===== src/rtl/display_pkg.sv =====
// Shared types and constants for the display mode controller.
package display_pkg;

    // Width of the idle-seconds counter used by the auto-return feature.
    localparam int IDLE_W = 8;

    // The encoding doubles as the select code for the downstream source selector.
    typedef enum logic [1:0] {
        MODE_CLOCK = 2'b00,
        MODE_SEC   = 2'b01,
        MODE_SW    = 2'b10,
        MODE_BLANK = 2'b11
    } mode_t;

    // Mode-key stepping: CLOCK -> SECONDS -> STOPWATCH -> CLOCK; BLANK exits to CLOCK.
    function automatic mode_t next_mode(input mode_t cur);
        case (cur)
            MODE_CLOCK: next_mode = MODE_SEC;
            MODE_SEC:   next_mode = MODE_SW;
            default:    next_mode = MODE_CLOCK;
        endcase
    endfunction

endpackage


===== src/rtl/key_edge_detect.sv =====
// Two-flop synchronizer plus falling-edge detector for one active-low key.
// A press is only recognised after the synchronized key has been seen released
// at least once since reset, so a key held through reset never fires.
module key_edge_detect (
    input  logic clk,
    input  logic rst_n,
    input  logic key_n,
    output logic press
);

    logic       sync1;
    logic       sync2;
    logic       prev;
    logic [1:0] live;
    logic       armed;

    // Synchronize the key, remember its last sampled level, and arm after a real release.
    // NOTE: reset is sampled inside the clocked block (synchronous), and all state uses <= so every flop sees pre-edge values.
    always_ff @(posedge clk) begin
        if (!rst_n) begin
            sync1 <= 1'b1;
            sync2 <= 1'b1;
            prev  <= 1'b1;
            live  <= 2'b00;
            armed <= 1'b0;
        end else begin
            sync1 <= key_n;
            sync2 <= sync1;
            prev  <= sync2;
            live  <= {live[0], 1'b1};
            // live[1] marks sync2 as carrying a post-reset sample rather than its reset value.
            if (live[1] && sync2) begin
                armed <= 1'b1;
            end
        end
    end

    assign press = armed & prev & ~sync2;

endmodule


===== src/rtl/display_mode_controller.sv =====
// Display mode FSM: CLOCK / SECONDS / STOPWATCH / BLANK driven by two keys.
// Optional feature macro: DISPLAY_AUTO_RETURN_EN compiles in the idle counter
// that returns SECONDS to CLOCK after TIMEOUT_S seconds without a press.
import display_pkg::*;

module display_mode_controller #(
    parameter int TIMEOUT_S = 10
) (
    input  logic       clk,
    input  logic       rst_n,
    input  logic       tick_1hz,
    input  logic       key_mode_n,
    input  logic       key_blank_n,
    output logic [1:0] select,
    output logic       enable,
    output logic       mode_changed,
    output logic       timeout
);

    mode_t state;
    mode_t state_nxt;
    logic  mode_press;
    logic  blank_press;

    key_edge_detect u_key_mode (
        .clk   (clk),
        .rst_n (rst_n),
        .key_n (key_mode_n),
        .press (mode_press)
    );

    key_edge_detect u_key_blank (
        .clk   (clk),
        .rst_n (rst_n),
        .key_n (key_blank_n),
        .press (blank_press)
    );

`ifdef DISPLAY_AUTO_RETURN_EN
    localparam logic [IDLE_W-1:0] TIMEOUT_CNT = IDLE_W'(TIMEOUT_S);

    logic [IDLE_W-1:0] idle_cnt;
    logic              fire;
`else
    // Tick and timeout setting only matter when auto-return is built in.
    logic unused_cfg;
    assign unused_cfg = ^{tick_1hz, IDLE_W'(TIMEOUT_S)};
`endif

    // Next-state decode: blank beats mode, and any press beats auto-return.
    // NOTE: every combinational output gets a default first so no latch is inferred.
    always_comb begin
        state_nxt = state;
`ifdef DISPLAY_AUTO_RETURN_EN
        fire      = 1'b0;
`endif
        if (blank_press) begin
            state_nxt = (state == MODE_BLANK) ? MODE_CLOCK : MODE_BLANK;
        end else if (mode_press) begin
            state_nxt = next_mode(state);
        end
`ifdef DISPLAY_AUTO_RETURN_EN
        else if (state == MODE_SEC && idle_cnt == TIMEOUT_CNT) begin
            state_nxt = MODE_CLOCK;
            fire      = 1'b1;
        end
`endif
    end

    // State register with registered enable and change pulse.
    always_ff @(posedge clk) begin
        if (!rst_n) begin
            state        <= MODE_CLOCK;
            enable       <= 1'b1;
            mode_changed <= 1'b0;
        end else begin
            state        <= state_nxt;
            enable       <= (state_nxt != MODE_BLANK);
            mode_changed <= (state_nxt != state);
        end
    end

    assign select = state;

`ifdef DISPLAY_AUTO_RETURN_EN
    // Idle-seconds counter: counts only in SECONDS, cleared by presses and state changes.
    always_ff @(posedge clk) begin
        if (!rst_n) begin
            idle_cnt <= '0;
            timeout  <= 1'b0;
        end else begin
            timeout <= fire;
            if (mode_press || blank_press || state_nxt != state || state != MODE_SEC) begin
                idle_cnt <= '0;
            end else if (tick_1hz) begin
                idle_cnt <= idle_cnt + IDLE_W'(1);
            end
        end
    end
`else
    assign timeout = 1'b0;
`endif

endmodule


===== config.mk =====
export PLATFORM = sky130hd
export DESIGN_NAME = display_mode_controller
export DESIGN_NICKNAME = d
export VERILOG_FILES = /design/src/rtl/display_pkg.sv /design/src/rtl/key_edge_detect.sv /design/src/rtl/display_mode_controller.sv
export SDC_FILE = /design/constraint.sdc
export NUM_CORES = 1
export LEC_CHECK = 0
export ABC_CLOCK_PERIOD_IN_PS = 1300
export CAP_MARGIN = 15
export CORE_MARGIN = 3
export CORE_UTILIZATION = 35
export CTS_CLUSTER_SIZE = 28
export DETAILED_ROUTE_END_ITERATION = 7
export SYNTH_ARGS = -nofsm -noshare
export SYNTH_HDL_FRONTEND = slang
export SYNTH_SLANG_ARGS = --single-unit

===== constraint.sdc =====
create_clock -name clk -period 1.3 [get_ports clk]
set_input_delay 0.195 -clock clk [delete_from_list [all_inputs] [get_ports clk]]
set_output_delay 0.195 -clock clk [all_outputs]
set_load 0.03 [all_outputs]

==> impl_metrics.env <==
export IMPL_std_cell_rows=12
export IMPL_root_buffer="clkbuf_4"
export IMPL_synth_top_area_cell="dfxtp_1"
export IMPL_start_util=0.408
export IMPL_place_hpwl_um=604
export IMPL_grt_setup_unrepaired="false"
export IMPL_maxCapViolCount=0
export IMPL_hp_class="reg2reg"
export IMPL_seq_area_frac_synth=0.564
export IMPL_cts_tree="yes"
export IMPL_grt_pass1_vias=330
export IMPL_start_kind="flip-flop"
export IMPL_avgSynthCellArea_um2=11.3
export IMPL_num_vias=338
export IMPL_p_per_area_nw_per_um2=1260
export IMPL_slew_violations=0
export IMPL_yosysWarnings=0
export IMPL_power_w=0.000750
export IMPL_path_clk_slew_ns=0.07
export IMPL_cts_sinks=14
export IMPL_synth_area_leaders="dfxtp_1 (56%), nand3b_4 (8.1%), nand2b_1 (7.6%)"
export IMPL_crit_type="reg2out"
export IMPL_drive_above_1_share=0.151
export IMPL_worstPathArrival_ns=1.01
export IMPL_die_w_um=43.7
export IMPL_drt_wl_total_um=839
export IMPL_min_from="u_key_blank.sync1"
export IMPL_critPathSlowestCell="dlygate4sd2_1"
export IMPL_ys_ff_latch=14
export IMPL_post_route_period_util=0.925
export IMPL_reg2reg_depth=3
export IMPL_crit_chain="dlygate4sd2_1"
export IMPL_grt_max_degree=15
export IMPL_multi_input_area_um2=205
export IMPL_critical_path_max_fanout=2
export IMPL_antenna_found_initial=0
export IMPL_p_leak_nw=0.256
export IMPL_gp_congestion=0.705
export IMPL_place_ws_ns=0.0782
export IMPL_min_path_cells=1
export IMPL_first_pass_iters=4
export IMPL_dieArea_um2=1910
export IMPL_fin_ws_ns=0.0972
export IMPL_endpoint_kind="output pin"
export IMPL_final_nets=60
export IMPL_worstPathRequired_ns=1.11
export IMPL_finalClockSkew_ns=0.000904
export IMPL_syn_area_um2=497
export IMPL_grt_usage=0.100
export IMPL_synth_distinct_cells=17
export IMPL_syn2layout_area_growth_pct=20.2
export IMPL_startpoint="select[1]"
export IMPL_crit_buf_inv=1
export IMPL_ir_drop_uv=808
export IMPL_syn_instance_count=44
export IMPL_routedWlPerCell_um=12.5
export IMPL_via_per_inst=5.04
export IMPL_rrSetupSlack_ns=0.23
export IMPL_overflow=0
export IMPL_fmax_ghz=0.831
export IMPL_io_buffers=7
export IMPL_synthesis_nets=49
export IMPL_ant_nets=0
export IMPL_num_io_pins=10
export IMPL_finalSetupViolCount=0
export IMPL_r2r_start="u_key_mode.armed"
export IMPL_slowest_delay_ns=0.40
export IMPL_crit_family="buffers and inverters"
export IMPL_ctsHtreeMaxLevel=1
export IMPL_hold_viol_final=0
export IMPL_core_area_um2=1220
export IMPL_cts_buffer_depth=2
export IMPL_hold_ws_ns=0.408
export IMPL_clk_insertion_delay_late_ns=0.27
export IMPL_fill_cells=113
export IMPL_utilization=0.491
export IMPL_chipHeight_um=43.7
export IMPL_grt_pass1_wl_mm=1.35
export IMPL_status="completed"
export IMPL_fin_setup_tns_ns=0
export IMPL_cts_made_buffers=3
export IMPL_regArea_um2=280
export IMPL_drc=0
export IMPL_diodes=0
export IMPL_hold_end="u_key_blank.sync2"
export IMPL_synth_top_area_frac=0.564
export IMPL_drtIter0Drc=11
export IMPL_fin_crit_ns=1.20
export IMPL_ctsHoldBuffers=0
export IMPL_reg2reg_to="select[0]"
-- worst max-delay path by stage --
stage | cells past startpoint | slack, ns | to
floorplan | 3 | 0.11 | select[0]
global placement | 2 | 0.11 | mode_changed
detailed placement | 2 | 0.08 | mode_changed
CTS | 1 | 0.09 | select[1]
global route | 1 | 0.06 | select[1]
finish | 1 | 0.1 | select[1]
-- cells in the final DEF, fill, tap and decap left out --
cell and count:
and4_2 1, nand4bb_1 1, a21oi_1 5, conb_1 1, clkdlybuf4s50_1 3, dlygate4sd2_1 3, o31a_1 2, o21ai_1 1
and2_1 1, dfxtp_1 14, clkbuf_4 3, and3_1 2, nand2b_1 6, nor2_1 2, nand4b_1 1, buf_4 2
a21boi_0 1, nand3b_4 2, nor2b_1 2
-- cells by family after synthesis --
family,after synthesis,share of synthesized area
flops,14,0.564
other cells,1,0.00755
simple gates,18,0.295
compound gates,9,0.111
buf+inv,2,0.0227
-- cell usage after synthesis, drive strengths merged --
cell     number
dfxtp        14
nand2b        6
a21oi         5
and3          2
nand3b        2
nor2          2
nor2b         2
o31a          2
a21boi        1
and2          1
and4          1
buf           1
clkbuf        1
conb          1
nand4b        1
nand4bb       1
o21ai         1
-- routing by layer --
metal  vias up  global-route usage  part of all wire
met1       151              0.0952              0.42
li1        170                   -                 -
met3         4              0.0373             0.069
met5         -                   0                 0
met4         0              0.0904             0.029
met2        13               0.166              0.48
-- sequential cells by signal, summed over array words and instances (netlist names) --
signal / count
u_key_blank.prev: 1
enable: 1
u_key_mode.prev: 1
u_key_blank.sync1: 1
u_key_blank.armed: 1
mode_changed: 1
u_key_mode.live: 2
u_key_mode.armed: 1
u_key_blank.sync2: 1
u_key_mode.sync2: 1
select: 2
u_key_mode.sync1: 1
-- where the power goes --
group | switching [W] | internal [W]
logic | 0.0000287 | 0.0000301
registers | 0.0000152 | 0.000447
clock network | 0.000121 | 0.000107
-- area by class of cell --
cell class	instances	area share
well taps	14	0.0294
flip-flops and latches	14	0.470
clock buffers	3	0.0377
repair buffers	8	0.119
multi-input cells	28	0.344
-- timing repair --
action | CTS | global route
setup buffers | 0 | 0
endpoints found under the setup margin | 3 | 0
gates resized for setup | 3 | 0
-- metrics by stage --
| stage | cells | instance area, um2 |
|---|---|---|
| 2_1_floorplan | 44 | 497 |
| 3_3_place_gp | 64 | 578 |
| 3_5_place_dp | 64 | 578 |
| 4_1_cts | 67 | 597 |
| 5_1_grt | 67 | 597 |
| 6_report | 67 | 597 |
No activity file was read; power rests on OpenSTA's default activity.
==> RTL change: new RTL, config.mk and constraints unchanged <==
Put one more register stage on the output `select`, with the module's reset. The value now appears one clock later. The other outputs are not delayed to match.
--- a/src/rtl/display_mode_controller.sv
+++ b/src/rtl/display_mode_controller.sv
@@ -82,3 +82,9 @@
 
-    assign select = state;
+    always_ff @(posedge clk) begin
+        if (!rst_n) begin
+            select <= '0;
+        end else begin
+            select <= state;
+        end
+    end
 
Function: changed (a bounded check fails within 10 cycles, from zero or initial values and one cycle with rst_n low).
==> RTL change against the original RTL <==
Synthesized area grew 16%. Worst setup slack gained 0.028 ns. Utilization shrank 0.36 points. Count of clock-buffer cells in the layout grew 1. Sequential cell count grew 2. Clock power grew 43%. First-iteration DRC count shrank 64%. Wire length shrank 9.4%. Total power grew 21%. Design area grew 16%. Critical path depth is the same. Final cell count grew 10%.
==> RTL change: results (changes against the original RTL) <==
{| class="wikitable"
! Metric !! Value
|-
| Status || complete, no violations (unchanged)
|-
| Vias in the first global route || 318 (was 330)
|-
| Layout cells sized above 1 || 0.203 (was 0.151)
|-
| DR iter-0 viols || 4 (was 11)
|-
| Synth area leaders || dfxtp_1 (56%), nand3b_4 (7.0%), nand2b_1 (6.5%) (was dfxtp_1 (56%), nand3b_4 (8.1%), nand2b_1 (7.6%))
|-
| Net count after synthesis || 54 (was 49)
|-
| Number of gates given a new drive strength after cts || 4 (was 3)
|-
| Synth cell types || 20 (was 17)
|-
| Number of filler cells placed in the layout || 130 (was 113)
|-
| Placement Setup Slack || 0.0230 ns (was 0.0782 ns)
|-
| Synthesized-area fraction occupied by adder cells || 0 (unchanged)
|-
| Detailed-route wire length || 760 um (was 839 um)
|-
| Routed wire length on met3 || 46 um (was 58 um)
|-
| Xor-xnor portion of the synthesized cell area || 0 (unchanged)
|-
| Leak pwr || 0.300 nW (was 0.256 nW)
|-
| Sequential area share after synthesis || 0.558 (was 0.564)
|-
| Met2 wire length || 310 um (was 405 um)
|-
| Pin count of the biggest net entering global routing || 12 (was 15)
|-
| Final weighted congestion in routability-driven placement || 0.643 (was 0.705)
|-
| Largest voltage drop on the vdd net || 0.746 mV (was 0.808 mV)
|-
| Global-route track usage on met1 || 0.112 (was 0.0952)
|-
| Wire length of the first global-routing pass || 1300 um (was 1350 um)
|-
| Vias || 359 (was 338)
|-
| Clock edge transition at the registers on the reported setup and hold paths || 0.09 ns (was 0.07 ns)
|-
| Data arrival, critical path || 0.98 ns (was 1.01 ns)
|-
| CTS Root Cell || clkbuf_4 (unchanged)
|-
| Net count reported at finish || 65 (was 60)
|-
| Worst hold slack after final layout || 0.421 ns (was 0.408 ns)
|-
| Wl on met1 || 388 um (was 350 um)
|-
| Complex-gate fraction of the synthesized area || 0.113 (was 0.111)
|-
| Worst reg-to-reg setup slack || 0.34 ns (was 0.23 ns)
|-
| GR met2 Demand/Resource || 0.118 (was 0.166)
|-
| First-pass detailed-route iteration total || 3 (was 4)
|-
| Critical path's top delay family || buffers and inverters (unchanged)
|-
| Overall fraction of global-route tracks in use || 0.0914 (was 0.100)
|-
| Clock skew || 0.00137 ns (was 0.000904 ns)
|-
| GR Layer Usage met3 || 0.0352 (was 0.0373)
|-
| Worst Hold Path Cells || 1 (unchanged)
|-
| Most frequent cells after synthesis || dfxtp_1 (16), nand2b_1 (6), a21oi_1 (4) (was dfxtp_1 (14), nand2b_1 (6), a21oi_1 (5))
|-
| Critical-path maximum fanout || 1 (was 2)
|-
| Slowest stage cell, crit path || dlygate4sd2_1 (unchanged)
|}
-- RTL change: changes by cell type after synthesis, moves of 2 or more --
cell	before	now
dfxtp_1	14	16
o211ai_2	0	2
nor2_1	2	0
and3_1	2	0
nand3_1	0	2
and2_1	1	3
o31a_1	2	0
-- RTL change: cell type report --
class,count,area [um^2],share of cell area
flip-flops and latches,16,320,0.465
multi-input cells,31,241,0.350
repair buffers,8,72.6,0.105
well taps,15,18.8,0.0272
clock buffers,4,36.3,0.0526
-- RTL change: worst reg2reg max path, stage by stage (launching register included) --
cell	delay, ns
dfxtp_1	0.38
and3b_1	0.21
a21oi_1	0.18
o211ai_2	0.09
-- RTL change: kinds of logic after synthesis --
group           after synthesis
compound gates                9
buf+inv                       2
flops                        16
other cells                   1
simple gates                 21
-- RTL change: worst paths after layout --
kind / from / endpoint
setup / recovery: select[1]$_SDFF_PN0_ / select[1]
hold reg to reg: u_key_mode.sync1$_SDFF_PN1_ / u_key_mode.sync2$_SDFF_PN1_
hold / removal: u_key_mode.sync1$_SDFF_PN1_ / u_key_mode.sync2$_SDFF_PN1_
setup reg to reg: u_key_mode.sync2$_SDFF_PN1_ / state[1]$_SDFF_PN0_
-- RTL change: report_power, final --
group / switching [mW] / internal, mW / total, mW
Combinational: 0.0274 / 0.0315 / 0.0590
Sequential: 0.0144 / 0.510 / 0.525
Clock: 0.157 / 0.170 / 0.327
Total: 0.199 / 0.712 / 0.911
-- RTL change: through the flow --
stage | instance area, um^2 | std cells | utilization
2_1_floorplan | 574 | 49 | -
3_3_place_gp | 658 | 70 | 0.465
3_5_place_dp | 658 | 70 | 0.465
4_1_cts | 689 | 74 | 0.487
5_1_grt | 689 | 74 | 0.487
6_report | 689 | 74 | 0.487
